## config.mk

```make
export PLATFORM = sky130hd
export DESIGN_NAME = branch_rs
export DESIGN_NICKNAME = d
export VERILOG_FILES = /design/src/rtl/branch_rs.sv
export SDC_FILE = /design/constraint.sdc
export NUM_CORES = 2
export LEC_CHECK = 0
export CORE_MARGIN = 10
export CORE_UTILIZATION = 45
export CTS_CLUSTER_DIAMETER = 120
export DETAILED_ROUTE_END_ITERATION = 16
export PLACE_DENSITY = 0.74
export SLEW_MARGIN = 30
export SYNTH_ARGS = -nofsm -noshare
export SYNTH_HDL_FRONTEND = slang
export SYNTH_SLANG_ARGS = --single-unit
```

## constraint.sdc

```tcl
create_clock -name clk_in -period 3.1 [get_ports clk_in]
set_clock_uncertainty 0.05 [all_clocks]
set_input_delay 0.62 -clock clk_in [delete_from_list [all_inputs] [get_ports clk_in]]
set_output_delay 0.62 -clock clk_in [all_outputs]
set_load 0.005 [all_outputs]
```

## src/rtl/branch_rs.sv

```systemverilog
// Branch reservation station: dispatch/CDB-snoop into RS_SIZE slots; issues one ready entry per edge (registered, >=1 edge after completion).
// Backpressure: rs_full must gate dispatch (dispatch while full is dropped); rdy_in low freezes all state and outputs.
module branch_rs #(
  parameter int RS_SIZE = 8,
  parameter int ROB_BIT = 4
) (
  input  logic               clk_in,
  input  logic               rst_in,
  input  logic               rdy_in,
  input  logic               clear_in,
  input  logic               disp_valid,
  input  logic [2:0]         disp_op,
  input  logic [11:0]        disp_imm,
  input  logic [31:0]        disp_pc,
  input  logic [ROB_BIT-1:0] disp_rob_entry,
  input  logic               disp_qj_busy,
  input  logic [ROB_BIT-1:0] disp_qj,
  input  logic [31:0]        disp_vj,
  input  logic               disp_qk_busy,
  input  logic [ROB_BIT-1:0] disp_qk,
  input  logic [31:0]        disp_vk,
  input  logic               cdb_valid,
  input  logic [ROB_BIT-1:0] cdb_rob_entry,
  input  logic [31:0]        cdb_value,
  output logic               rs_full,
  output logic               alu_valid,
  output logic [31:0]        alu_vi,
  output logic [31:0]        alu_vj,
  output logic [11:0]        alu_imm,
  output logic [2:0]         alu_op,
  output logic [31:0]        alu_pc,
  output logic [ROB_BIT-1:0] alu_rob_entry
);

  localparam int IDX_W = $clog2(RS_SIZE);

  typedef struct packed {
    logic [2:0]         op;
    logic [11:0]        imm;
    logic [31:0]        pc;
    logic [ROB_BIT-1:0] rob_entry;
    logic               qj_busy;
    logic [ROB_BIT-1:0] qj;
    logic [31:0]        vj;
    logic               qk_busy;
    logic [ROB_BIT-1:0] qk;
    logic [31:0]        vk;
  } entry_t;

  logic [RS_SIZE-1:0] busy;
  entry_t             ent [RS_SIZE];

  logic [RS_SIZE-1:0] ready;
  logic               iss_found;
  logic [IDX_W-1:0]   iss_idx;
  logic [IDX_W-1:0]   free_idx;
  logic               fwd_j;
  logic               fwd_k;
  logic               do_disp;
  entry_t             new_ent;

  assign rs_full = &busy;
  assign do_disp = disp_valid && !rs_full;

  // Scan downward so the lowest matching index is the last one written.
  always_comb begin
    ready     = '0;
    iss_found = 1'b0;
    iss_idx   = '0;
    free_idx  = '0;
    for (int i = RS_SIZE - 1; i >= 0; i--) begin
      ready[i] = busy[i] && !ent[i].qj_busy && !ent[i].qk_busy;
      if (ready[i]) begin
        iss_found = 1'b1;
        iss_idx   = IDX_W'(i);
      end
      if (!busy[i]) begin
        free_idx = IDX_W'(i);
      end
    end
  end

  // A tag broadcast in the dispatch cycle would otherwise be missed forever.
  always_comb begin
    fwd_j             = disp_qj_busy && cdb_valid && (disp_qj == cdb_rob_entry);
    fwd_k             = disp_qk_busy && cdb_valid && (disp_qk == cdb_rob_entry);
    new_ent.op        = disp_op;
    new_ent.imm       = disp_imm;
    new_ent.pc        = disp_pc;
    new_ent.rob_entry = disp_rob_entry;
    new_ent.qj_busy   = disp_qj_busy && !fwd_j;
    new_ent.qj        = disp_qj;
    new_ent.vj        = fwd_j ? cdb_value : disp_vj;
    new_ent.qk_busy   = disp_qk_busy && !fwd_k;
    new_ent.qk        = disp_qk;
    new_ent.vk        = fwd_k ? cdb_value : disp_vk;
  end

  always_ff @(posedge clk_in or negedge rst_in) begin
    if (!rst_in) begin
      busy          <= '0;
      alu_valid     <= 1'b0;
      alu_vi        <= '0;
      alu_vj        <= '0;
      alu_imm       <= '0;
      alu_op        <= '0;
      alu_pc        <= '0;
      alu_rob_entry <= '0;
      for (int i = 0; i < RS_SIZE; i++) begin
        ent[i] <= '0;
      end
    end else if (rdy_in) begin
      if (clear_in) begin
        busy      <= '0;
        alu_valid <= 1'b0;
      end else begin
        if (cdb_valid) begin
          for (int i = 0; i < RS_SIZE; i++) begin
            if (busy[i] && ent[i].qj_busy && ent[i].qj == cdb_rob_entry) begin
              ent[i].qj_busy <= 1'b0;
              ent[i].vj      <= cdb_value;
            end
            if (busy[i] && ent[i].qk_busy && ent[i].qk == cdb_rob_entry) begin
              ent[i].qk_busy <= 1'b0;
              ent[i].vk      <= cdb_value;
            end
          end
        end
        // Issue decision uses pre-edge readiness, so wakeups land one edge later.
        if (iss_found) begin
          alu_valid     <= 1'b1;
          alu_vi        <= ent[iss_idx].vj;
          alu_vj        <= ent[iss_idx].vk;
          alu_imm       <= ent[iss_idx].imm;
          alu_op        <= ent[iss_idx].op;
          alu_pc        <= ent[iss_idx].pc;
          alu_rob_entry <= ent[iss_idx].rob_entry;
          busy[iss_idx] <= 1'b0;
        end else begin
          alu_valid <= 1'b0;
        end
        if (do_disp) begin
          busy[free_idx] <= 1'b1;
          ent[free_idx]  <= new_ent;
        end
      end
    end
  end

endmodule
```

# Word level (Yosys, flattened, before mapping)
# Index checks and enable logic that the tools add are counted.
[word_totals]
reg_bits = 1124
out_inout_bits = 117
input_bits = 167
wordCells = 348
[classes]
order_cmp = 7
n_bitwise = 6
muxes = 148
eq_ne = 18
reduce_logical = 81
[op_table]
columns = ["op", "count"]
rows = [
  ["$mux 32", 42],
  ["$bwmux 1000", 1],
  ["$mux 949", 1],
  ["$mux 33", 24],
  ["$bmux 125 s3", 1],
  ["$demux 125 s3", 1],
  ["$mux 125", 3],
  ["$eq 4x4->1", 18],
  ["$logic_and 1x1->1", 58],
  ["$mux 1", 52],
  ["$mux 3", 16],
  ["$mux 8", 5],
  ["$logic_not 1->1", 19],
  ["$and 8x8->8", 1],
  ["$ge 4x4->1 const B", 2],
  ["$lt 3x4->1 const B", 2],
  ["$not 3->4", 2],
  ["$not 8->8", 1],
  ["$or 8x8->8", 1],
  ["$reduce_and 8->1", 1],
  ["$demux 1 s3", 2],
  ["$ge 3x1->1 const B", 2],
  ["$reduce_and 3->1", 2],
  ["$lt 4x1->1 const B", 1],
  ["2 further kinds", 2],
]

# Logic depth before layout (Yosys ltp)
[logic_depth]
depth_word = 23
mapped_depth = 10
depth_no_buf = 6

# Worst setup path before layout
# No wires, ideal clock.
[synth_timing]
kind = "input-to-reg"
start = "in cdb_rob_entry[2]"
end = "reg ent[155] in the netlist's numbering"
stages = 9
t_arrival_ps = 2352
path_slack_ps = 565
t_required_ps = 2917
setup_ps = 133
path_buffers = 3
path_cell_list = "buf_4 buf_6 xor2_1 nor3_1 nand4_2 buf_2 mux2_2 a22oi_1 o22ai_1"
[synth_via]
elab_chain_cells = 8
elab_cells_between_ends = 11
cone_classes = "eq/ne (2); mux (7); reduce/logical (2)"
[synth_rtl]
columns = ["element", "line_no", "rtl"]
rows = [
  ["start: declaration", "23", "input logic [ROB_BIT-1:0] cdb_rob_entry,"],
  ["$eq 4x4->1", "123", "if (busy[i] && ent[i].qk_busy && ent[i].qk == cdb_rob_entry) begin"],
  ["$logic_and 1x1->1", "123", ""],
  ["$mux 32", "123", ""],
  ["$mux 32", "117", "if (cdb_valid) begin"],
  ["$mux 32", "113", "if (clear_in) begin"],
  ["$mux 32", "112", "end else if (rdy_in) begin"],
  ["$bwmux 1000", "144", "ent[free_idx] <= new_ent;"],
  ["$mux 949 *", "142", "if (do_disp) begin"],
  ["end signal: indexed assignment", "144", ""],
  ["end: declaration", "51", "entry_t ent [RS_SIZE];"],
]
# Mark *: on every way between the ends. The rest lies on a longest branch, timed or not. The select of a mux whose other input is x is not followed.
# A chain may end at the register's enable or synchronous reset.

# Worst setup path after layout
[layout_timing]
start = "reg ent[36] in the netlist's numbering"
end = "reg alu_pc[19]"
[layout_via]
elab_chain_cells = 14
elab_cells_between_ends = 23
cone_classes = "mux (19); bitwise (1); reduce/logical (3)"
[layout_rtl]
columns = ["element", "line_no", "rtl"]
rows = [
  ["$logic_not 1->1 *", "72", "ready[i] = busy[i] && !ent[i].qj_busy && !ent[i].qk_busy;"],
  ["$logic_and 1x1->1 *", "72", ""],
  ["$mux 3 (8 in series)", "73", "if (ready[i]) begin"],
  ["$not 3->4 (implied by the code)", "136", "alu_pc <= ent[iss_idx].pc;"],
  ["$bmux 125 s3", "136", ""],
  ["$mux 125 (2 in series)", "-", ""],
  ["end signal: assignment", "136", ""],
  ["end: declaration", "31", "output logic [31:0] alu_pc,"],
]
# Marked as above.

==> results by group <==
Global routing
  • Total track usage: 0.2916
  • Overflow after GRT: 0
  • First-pass GRT wire length: between 200 and 300 mm
  • Number of antenna violations at the first check in global routing: 25
  • Largest net degree at the start of global routing: around 150
  • Vias in the first global route: 45773

Clock tree
  • CTS root buf: clkbuf_16
  • CTS buffer count: between 100 and 150
  • CTS Sinks: about 1100
  • CTS tree: done
  • Clock Path Buffers: 3
  • H-tree levels: 3
  • Worst-Skew Late Latency: 0.73 ns
  • Reg clk slew, reported paths: about 0.060 ns

Placed design
  • Placer Congestion: roughly 0.91
  • Post-DP HPWL: approximately 120 mm
  • Port Buffer Count: about 280
  • Post-DP Area: roughly 59000 um^2

Floorplanning
  • DIE HEIGHT: roughly 360 um
  • Die W: about 360 um
  • Initial core utilization: 0.4537
  • Placeable core area: 116200 um^2
  • Rows: between 100 and 150
  • # IOs: between 200 and 300
  • Overall die area: approximately 130000 um^2

Power
  • Pwr/cell area: 639.5 nW/um^2
  • Static leakage power: around 27 nW
  • Peak VDD IR: approximately 0.00054 V
  • Total power: about 0.04 W

Flow run
  • Max_cap viols: 0

Final layout
  • Most common library cell in the layout ignoring fill and taps: dfrtp_1
  • Final #Nets: just over 5000
  • Area growth syn-to-layout: 19.71%
  • Storage element area: ~28000 um^2
  • Highest-count cells in the layout ignoring fill and taps: dfrtp_1 (1124), mux2_2 (517), o22ai_1 (459)
  • Design area: approximately 63000 um^2
  • Layout cells sized above 1: 0.2100
  • Filler cells: 9695
  • Multi-input logic area: 22520 um^2

Setup path
  • Critical path's top delay family: compound AO/OA/AOI/OAI gates
  • Register-to-register setup slack: between 0.15 and 0.2 ns
  • WP data arrival: 3.49 ns
  • CP Cell Sequence: nor3b_2, o211a_4, and3_4, buf_6, a22o_1, o31ai_1, o21ai_0
  • Worst Path Max Fanout: 55
  • Crit Path Class: flop to flop
  • Required @ worst endpoint: 3.67 ns
  • Setup crit start: ent[36]
  • Crit. End Element: flop
  • Slowest library cell on the worst path: o211a_4
  • FF-to-FF End: alu_pc[19]
  • Crit path buf inv count: 1
  • Startpoint Class: flop
  • Setup crit end: alu_pc[19]
  • Worst r2r src: ent[36]
  • Max incr delay on CP: roughly 0.5 ns
  • Crit. path cell count: 7
  • Worst Reg-to-Reg Cells: 7

STA
  • Fmax: 341.5 MHz
  • Final Max Slew Viols: 0
  • Worst-margin pin slew: about 1.1 ns
  • Tcrit/Tclk final: 0.9447
  • Relative slew margins: 0.2865
  • Setup TNS: 0 ns
  • Min Tclk post-route: about 2.9 ns
  • Final Hold Viols: 0
  • RSZ-0062 raised after global routing: false
  • Final setup fails: 0

Logic synthesis
  • Post-synth EDFFs: 0
  • Syn Inst Count: 4773
  • Synth Cell Area: about 53000 um^2
  • Syn_nets: 4940
  • Post-synthesis cell type count: between 50 and 60
  • Post-synth top flop: dfrtp_1
  • Post-synth ARST share: 1.000
  • Simple-gate area share of the yosys netlist: 0.05102
  • Post-synthesis sequential area ratio: 0.5334
  • Yosys reg bits: ~1100
  • Post-synthesis mux area share: 0.1145
  • Area fraction in compound gates after synthesis: 0.2436
  • Synth Area in XOR/XNOR: 0.01196
  • Largest family of logic cells by synthesized area: compound AO/OA/AOI/OAI gates
  • Mapped Avg Cell Area: between 10 and 15 um^2
  • YS warnings: 0
  • Area share of fa/ha/maj cells after synthesis: 0

Hold path
  • Worst min-delay path category: flop to flop

Route
  • Initial drt markers: 6442
  • WL/cell: slightly above 30 um
  • Via density: 6.926
  • Final wirelength: between 150 and 200 mm
  • First-pass DRT Iterations: 10
  • Via count of the routed design: about 45000
  • DRC: 0
  • DRT antenna net count: 0

Outcome
  • Outcome: completed
## where the power goes
group          internal, W  leakage (nW)  switching [W]
clock network      0.00880          1.99        0.00603
registers           0.0168          14.9        0.00148
logic              0.00369          10.6        0.00357
## worst min-delay path, stage by stage (launching register included)
cell     delay, ns
dfrtp_1       0.34
nand2_1       0.05
o21ai_0       0.06
## final cells by class
cell class | instances | share of cell area
inverter | 25 | 0.001487
tap | 1524 | 0.03021
antenna | 4 | 0.0001586
sequential | 1124 | 0.4456
multi-input combinational | 3079 | 0.3568
clock inverter | 27 | 0.006522
clock buffer | 187 | 0.05762
timing repair buffer | 581 | 0.1016
## repair_timing
action                                  in CTS  in global routing
endpoints found under the hold margin       25                  0
hold buffers                                 1                  0
endpoints found under the setup margin       0                  9
setup buffers                                0                  0
resized for setup                            0                  2
## how the worst min path moves through the flow
stage              from         end  slack [ns]  cells after the start
6_report       ent[936]    ent[936]        0.43                      2
5_1_grt        ent[471]    ent[471]        0.45                      1
4_1_cts          rst_in    ent[561]        0.42                      2
3_5_place_dp   ent[914]    ent[914]        0.42                      2
3_3_place_gp   ent[936]    ent[936]        0.41                      2
2_1_floorplan    rst_in  alu_imm[0]        0.27                      0
## cell usage after synthesis, types with 3 or more instances
cell / n / area [um^2]
a21o_1: 5 / 37.54
a21oi_1: 267 / 1336
a21oi_2: 13 / 113.9
a221oi_1: 198 / 1734
a22o_1: 33 / 289.0
a22oi_1: 227 / 1704
a2bb2oi_1: 254 / 2225
a31oi_1: 3 / 18.77
buf_1: 99 / 371.6
buf_2: 124 / 620.6
buf_4: 8 / 60.06
buf_6: 10 / 112.6
clkbuf_1: 304 / 1141
dfrtp_1: 1124 / 28130
inv_1: 25 / 93.84
mux2_1: 19 / 214.0
mux2_2: 517 / 5822
nand2_1: 161 / 604.3
nand2b_1: 6 / 37.54
nand3_1: 69 / 345.3
nand4_1: 16 / 100.1
nor2_1: 301 / 1130
nor2_2: 3 / 18.77
nor2b_1: 4 / 25.02
nor3_1: 24 / 120.1
nor3b_1: 4 / 30.03
o21ai_0: 168 / 840.8
o21ai_1: 87 / 435.4
o221ai_1: 15 / 131.4
o22ai_1: 460 / 2878
o2bb2ai_1: 85 / 744.5
o31ai_1: 16 / 120.1
o32ai_1: 9 / 78.83
or3b_1: 6 / 52.55
or4_1: 13 / 97.59
xnor2_1: 22 / 192.7
xor2_1: 50 / 437.9
## flip-flops by register name, summed over array words and instances (netlist names)
register and flops:
alu_valid 1, alu_op 3, alu_vi 32, alu_rob_entry 4, ent 1000, busy 8, alu_pc 32, alu_vj 32
alu_imm 12
## metal layers
metal	GRT usage	up-vias	share of wire
met1	0.3777	22690	0.37
met3	0.09771	770	0.13
met5	0	-	0.0013
met4	0.1508	38	0.060
met2	0.4320	3385	0.43
li1	-	18492	-
## metrics by stage
step / hold WS [ns] / setup WS (ns) / std cells / utilization
after global placement: 0.4109 / -0.1508 / 6332 / 0.5081
final: 0.4306 / 0.1714 / 6551 / 0.5432
after detailed placement: 0.4209 / -0.1689 / 6332 / 0.5081
after CTS: 0.4183 / 0.03945 / 6547 / 0.5430
after floorplan: 0.2744 / 0.5650 / 4773 / -
after global routing: 0.4492 / 0.08344 / 6549 / 0.5431
## cell families (layout without fill, tap and decap cells)
group                     after synthesis  in the layout
other                                   0              4
muxes                                 536            536
AOI/OAI and AO/OA                    1851           1851
and+or+nand+nor                       620            620
xor gates and xnor gates               72             72
DFF                                  1124           1124
buffers and inverters                 570            820
No activity file was read; power rests on OpenSTA's default activity.
